`config.mk`:
```
export PLATFORM = sky130hd
export DESIGN_NAME = hack_control
export DESIGN_NICKNAME = d
export VERILOG_FILES = /design/src/rtl/hack_control.sv
export SDC_FILE = /design/constraint.sdc
export NUM_CORES = 1
export LEC_CHECK = 0
export CORE_ASPECT_RATIO = 0.9
export CORE_MARGIN = 5
export CORE_UTILIZATION = 46
export DETAILED_ROUTE_END_ITERATION = 7
export GPL_TIMING_DRIVEN = 0
export PLACE_DENSITY_LB_ADDON = 0.1
export SLEW_MARGIN = 20
export SYNTH_ARGS = -nofsm -noshare
export SYNTH_HDL_FRONTEND = slang
export SYNTH_SLANG_ARGS = --single-unit
```
`constraint.sdc`:
```
create_clock -name clk -period 2.47 [get_ports clk]
set_input_delay 0.494 -clock clk [delete_from_list [all_inputs] [get_ports clk]]
set_output_delay 0.494 -clock clk [all_outputs]
set_load 0.05 [all_outputs]
```
`src/rtl/hack_control.sv`:
```
// Multi-cycle Hack CPU control unit: owns PC/A/D/IR, sequences fetch, M read,
// execute and M write through req/ack handshakes, and drives the external ALU.
module hack_control (
    input  logic        clk,
    input  logic        rst_n,
    output logic [14:0] o_instr_addr,
    output logic        o_instr_req,
    input  logic [15:0] i_instr_data,
    input  logic        i_instr_valid,
    output logic [15:0] o_alu_x,
    output logic [15:0] o_alu_y,
    output logic        o_c1,
    output logic        o_c2,
    output logic        o_c3,
    output logic        o_c4,
    output logic        o_c5,
    output logic        o_c6,
    input  logic [15:0] i_alu_out,
    input  logic        i_zo,
    input  logic        i_ng,
    output logic [14:0] o_mem_addr,
    output logic [15:0] o_mem_wdata,
    output logic        o_mem_re,
    output logic        o_mem_we,
    input  logic [15:0] i_mem_rdata,
    input  logic        i_mem_ack,
    output logic        o_retire,
    output logic [14:0] o_pc,
    output logic [15:0] o_a,
    output logic [15:0] o_d
);

    // state   | meaning
    // FETCH   | instruction request outstanding
    // DECODE  | A-instr commits here; C-instr picks MREAD or EXEC
    // MREAD   | reading M at A
    // EXEC    | ALU result committed, jump resolved
    // MWRITE  | writing the latched result to the latched address
    typedef enum logic [2:0] {
        S_FETCH  = 3'd0,
        S_DECODE = 3'd1,
        S_MREAD  = 3'd2,
        S_EXEC   = 3'd3,
        S_MWRITE = 3'd4
    } state_t;

    state_t      r_state, w_state_nxt;
    logic [14:0] r_pc, w_pc_nxt, w_pc_inc;
    logic [15:0] r_a, w_a_nxt;
    logic [15:0] r_d, w_d_nxt;
    logic [15:0] r_ir, w_ir_nxt;
    logic [15:0] r_m, w_m_nxt;
    logic [14:0] r_wa, w_wa_nxt;
    logic [15:0] r_wd, w_wd_nxt;
    logic        w_instr_req, w_mem_re, w_mem_we, w_retire, w_jump;
    logic [14:0] w_mem_addr;

    assign w_pc_inc = r_pc + 15'd1;
    assign w_jump   = (r_ir[2] & i_ng) | (r_ir[1] & i_zo) | (r_ir[0] & ~i_ng & ~i_zo);

    always_comb begin
        w_state_nxt = r_state;
        w_pc_nxt    = r_pc;
        w_a_nxt     = r_a;
        w_d_nxt     = r_d;
        w_ir_nxt    = r_ir;
        w_m_nxt     = r_m;
        w_wa_nxt    = r_wa;
        w_wd_nxt    = r_wd;
        w_instr_req = 1'b0;
        w_mem_re    = 1'b0;
        w_mem_we    = 1'b0;
        w_retire    = 1'b0;
        w_mem_addr  = r_a[14:0];
        case (r_state)
            S_FETCH: begin
                w_instr_req = 1'b1;
                if (i_instr_valid) begin
                    w_ir_nxt    = i_instr_data;
                    w_state_nxt = S_DECODE;
                end
            end
            S_DECODE: begin
                if (!r_ir[15]) begin
                    w_a_nxt     = {1'b0, r_ir[14:0]};
                    w_pc_nxt    = w_pc_inc;
                    w_retire    = 1'b1;
                    w_state_nxt = S_FETCH;
                end else begin
                    w_state_nxt = r_ir[12] ? S_MREAD : S_EXEC;
                end
            end
            S_MREAD: begin
                w_mem_re = 1'b1;
                if (i_mem_ack) begin
                    w_m_nxt     = i_mem_rdata;
                    w_state_nxt = S_EXEC;
                end
            end
            S_EXEC: begin
                // Jump target and write address come from A before this edge.
                w_pc_nxt = w_jump ? r_a[14:0] : w_pc_inc;
                if (r_ir[5]) w_a_nxt = i_alu_out;
                if (r_ir[4]) w_d_nxt = i_alu_out;
                if (r_ir[3]) begin
                    w_wa_nxt    = r_a[14:0];
                    w_wd_nxt    = i_alu_out;
                    w_state_nxt = S_MWRITE;
                end else begin
                    w_retire    = 1'b1;
                    w_state_nxt = S_FETCH;
                end
            end
            S_MWRITE: begin
                w_mem_we   = 1'b1;
                w_mem_addr = r_wa;
                if (i_mem_ack) begin
                    w_retire    = 1'b1;
                    w_state_nxt = S_FETCH;
                end
            end
            default: w_state_nxt = S_FETCH;
        endcase
    end

    always_ff @(posedge clk or negedge rst_n) begin
        if (!rst_n) begin
            r_state <= S_FETCH;
            r_pc    <= '0;
            r_a     <= '0;
            r_d     <= '0;
            r_ir    <= '0;
            r_m     <= '0;
            r_wa    <= '0;
            r_wd    <= '0;
        end else begin
            r_state <= w_state_nxt;
            r_pc    <= w_pc_nxt;
            r_a     <= w_a_nxt;
            r_d     <= w_d_nxt;
            r_ir    <= w_ir_nxt;
            r_m     <= w_m_nxt;
            r_wa    <= w_wa_nxt;
            r_wd    <= w_wd_nxt;
        end
    end

    // Requests and retire are masked by reset so they drop without a clock edge.
    assign o_instr_req  = w_instr_req & rst_n;
    assign o_mem_re     = w_mem_re & rst_n;
    assign o_mem_we     = w_mem_we & rst_n;
    assign o_retire     = w_retire & rst_n;
    assign o_instr_addr = r_pc;
    assign o_mem_addr   = w_mem_addr;
    assign o_mem_wdata  = r_wd;
    assign o_alu_x      = r_d;
    assign o_alu_y      = r_ir[12] ? r_m : r_a;
    assign o_c1         = r_ir[11];
    assign o_c2         = r_ir[10];
    assign o_c3         = r_ir[9];
    assign o_c4         = r_ir[8];
    assign o_c5         = r_ir[7];
    assign o_c6         = r_ir[6];
    assign o_pc         = r_pc;
    assign o_a          = r_a;
    assign o_d          = r_d;

endmodule

```
==> summary.md <==
| Metric | Value |
|---|---|
| Net Count, Synth | 500 |
| Vias in the first global route | 4660 |
| Critical Path RT | 1.98 ns |
| Port bufs | 188 |
| I/O Pins | 189 |
| Met3 wire len | 1567 um |
| Max FO, Critical Path | 8 |
| Setup crit end kind | output port |
| Top post-synthesis cells by area | dfrtp_1 (51%), mux2_2 (22%), buf_4 (4.8%) |
| Worst min-delay path class | in -> async |
| Die ar. | 0.01429 mm^2 |
| Wire per inst | 19.42 um |
| Fraction of layout cells with a size suffix above 1 | 32.64% |
| FFs w/ async S/R, synth | 100.0% |
| Largest family of logic cells by synthesized area | multiplexers |
| Synth unique cells | 45 |
| Gr usage total | 23.09% |
| Pre-antenna DRT Iters | 5 |
| # H-tree levels | 4 |
| Final WL | 16140 um |
| Seq/Total Area, Yosys | 51.25% |
| Setup ws final | 0.03316 ns |
| Synth top area share | 51.25% |
| Hold Slack | 0.03235 ns |
| Final min period | 2.437 ns |
| Pre-CTS WS | -0.5740 ns |
| Nets | 715 |
| Count leader, synth | dfrtp_1 |
| Final Wtd Congestion | 0.8581 |
| Max Transition Viols Final | 0 |
| Final period utilization | 98.66% |
| First-pass GRT wire length | 25630 um |
| Horiz. Die Dim | 125.4 um |
| Synth Warn # | 0 |
| Number of flops mapped to enable cells by yosys | 0 |
| Synthesized area per cell | 12.40 um^2 |
| Max_slew headroom | 54.57% |
| Post-synthesis compound-gate area fraction | 5.805% |
| Max Buffers Root-to-Sink | 2 |
| Highest metal used | met4 |
| Startpoint types | register |
| Detailed Place HPWL | 11600 um |
| DRT iter0 DRCs | 430 |
| Seq cells post-synth | 113 |
| Main synth FF type | dfrtp_1 |
| Clock-pin slew on the worst setup and hold paths | 0.05 ns |
| Post-synth top cells | dfrtp_1 (113), mux2_2 (109), buf_4 (35), nand2_1 (29), mux2i_1 (23) |
| Residual DRC | 0 |
| Met2 wire len | 7687 um |
| Cells after synthesis | 445 |
| Final setup fails | 0 |
| Synth Cell Area | 0.005518 mm^2 |
| WL met1 | 6607 um |
| Largest net degree at the start of global routing | 64 |
| Critical path class | reg -> out |
| Initial Util | 46.42% |
| Number of max-cap violations | 0 |
| Core ar. | 0.01189 mm^2 |
| Synth area leader | dfrtp_1 |
| Clock skew | 0.005493 ns |
| GRT Residual Overflow | 0 |
| Multiplexer area fraction after synthesis | 26.42% |
| CTS root buf | clkbuf_16 |
| Clk_lat worst skew | 0.41 ns |
| Final Hold Viols | 0 |
| Worst Path Arrival | 1.94 ns |
| Finished Layout Cells | 831 |
| Row cnt | 38 |
| Synth Area in XOR/XNOR | 0.4762% |
| Number of routed nets with antenna violations | 0 |
| Vias | 4386 |
| CTS Sinks | 113 |
| Outcome | complete, no violations |
| Number of antenna diodes | 0 |
| Adder-Cell Fraction of Synth Area | 0.2268% |
| Area Growth Syn to Fin | 50.05% |
| Antenna violations before repair | 0 |
| Filler cell count | 911 |
| CTS Buf Count | 17 |
| Utilization after layout | 69.65% |
| DP Cell Count | 794 |
| Die H | 113.9 um |
| Simple-gate share of the synthesized area | 8.912% |
| Least-Margin Pin Slew | 0.6785 ns |
| RSZ-0062 raised after global routing | true |
| CTS tree | built |
| Vias per cell | 5.278 |
| FMAX | 410.4 MHz |
[layout make-up]
class                   instances  area [um^2]  area share (%)
clock inverters                 5        52.55          0.6347
well taps                     160        200.2           2.418
repair buffers                196         1957           23.64
plain buffers                  54        387.9           4.685
inverters                       5        18.77          0.2267
flip-flops and latches        113         2828           34.15
multi-input cells             273         2330           28.14
clock buffers                  25        505.5           6.105
[critical path, cell delays in order (launching register included)]
cell,delay (ns)
dfrtp_1,0.39
buf_6,0.15
nor3b_4,0.22
buf_6,0.15
buf_6,0.12
mux2_2,0.34
buf_6,0.16
[registers in the layout (all words and copies together) (netlist names)]
signal,count
r_state,3
r_wa,15
r_ir,16
r_m,16
o_a,16
o_alu_x,16
o_instr_addr,15
o_mem_wdata,16
[layer usage]
layer	track usage, %	up-vias
met4	6.864	0
met5	0	-
met2	36.85	194
met3	10.39	21
met1	28.45	2160
li1	-	2011
[cell usage in the layout (no fill, tap or decap), types with 2 or more instances in the layout]
master and count:
and4_1 2, clkbuf_2 2, or4_1 2, xor2_1 2, nand2_1 29, nor2b_1 2
buf_2 11, clkbuf_1 7, and3_1 4, mux2_2 104, buf_6 12, clkbuf_16 17
nor4_1 2, nor3_1 2, a22o_1 2, nor3b_4 2, clkinv_2 3, a2bb2oi_1 7
dlygate4sd2_1 18, mux2_4 5, dfrtp_1 113, a31oi_1 2, nand2b_1 6, nor2_1 5
buf_8 6, or3_1 2, nand4_1 7, mux2i_1 23, nand3_1 12, a21oi_1 10
and2_1 2, clkbuf_8 5, buf_4 43, clkdlybuf4s50_1 151, o21ai_0 21, inv_1 5
[final timing paths]
path | to | slack, ns | cells after the start | start
hold / removal | o_alu_x[13] | 0.03 | 1 | rst_n
max in group asynchronous | r_m[14] | 1.74 | 2 | rst_n
setup reg to reg | r_ir[6] | 0.34 | 5 | r_state[1]
hold reg to reg | r_wa[0] | 0.50 | 1 | r_wa[0]
setup / recovery | o_mem_addr[13] | 0.03 | 6 | r_state[1]
min in group clk | r_wa[0] | 0.50 | 1 | r_wa[0]
[cells by family after synthesis]
| kind of cell | Yosys count |
|---|---|
| buffers and inverters | 59 |
| muxes | 132 |
| xor gates and xnor gates | 3 |
| DFF | 113 |
| adders and majority gates | 1 |
| AOI/OAI and AO/OA | 51 |
| and+or+nand+nor | 86 |
[stage by stage]
stage / cell area, um^2 / TNS [ns]
2_1_floorplan: 5518 / 0
3_3_place_gp: 7600 / -424.21
3_5_place_dp: 7629 / -6.984
4_1_cts: 8179 / 0
5_1_grt: 8279 / -0.3125
6_report: 8279 / 0
[repair_timing]
item / in CTS / in global routing
endpoints found under the setup margin: 35 / 18
gates cloned: 1 / 0
hold buffers: 0 / 0
pin swaps: 1 / 1
setup buffers: 3 / 3
resized for setup: 124 / 33
Power is left out: the tool's default activity adds up to more than one toggle a clock period on the data nets, which glitch-free logic cannot reach.
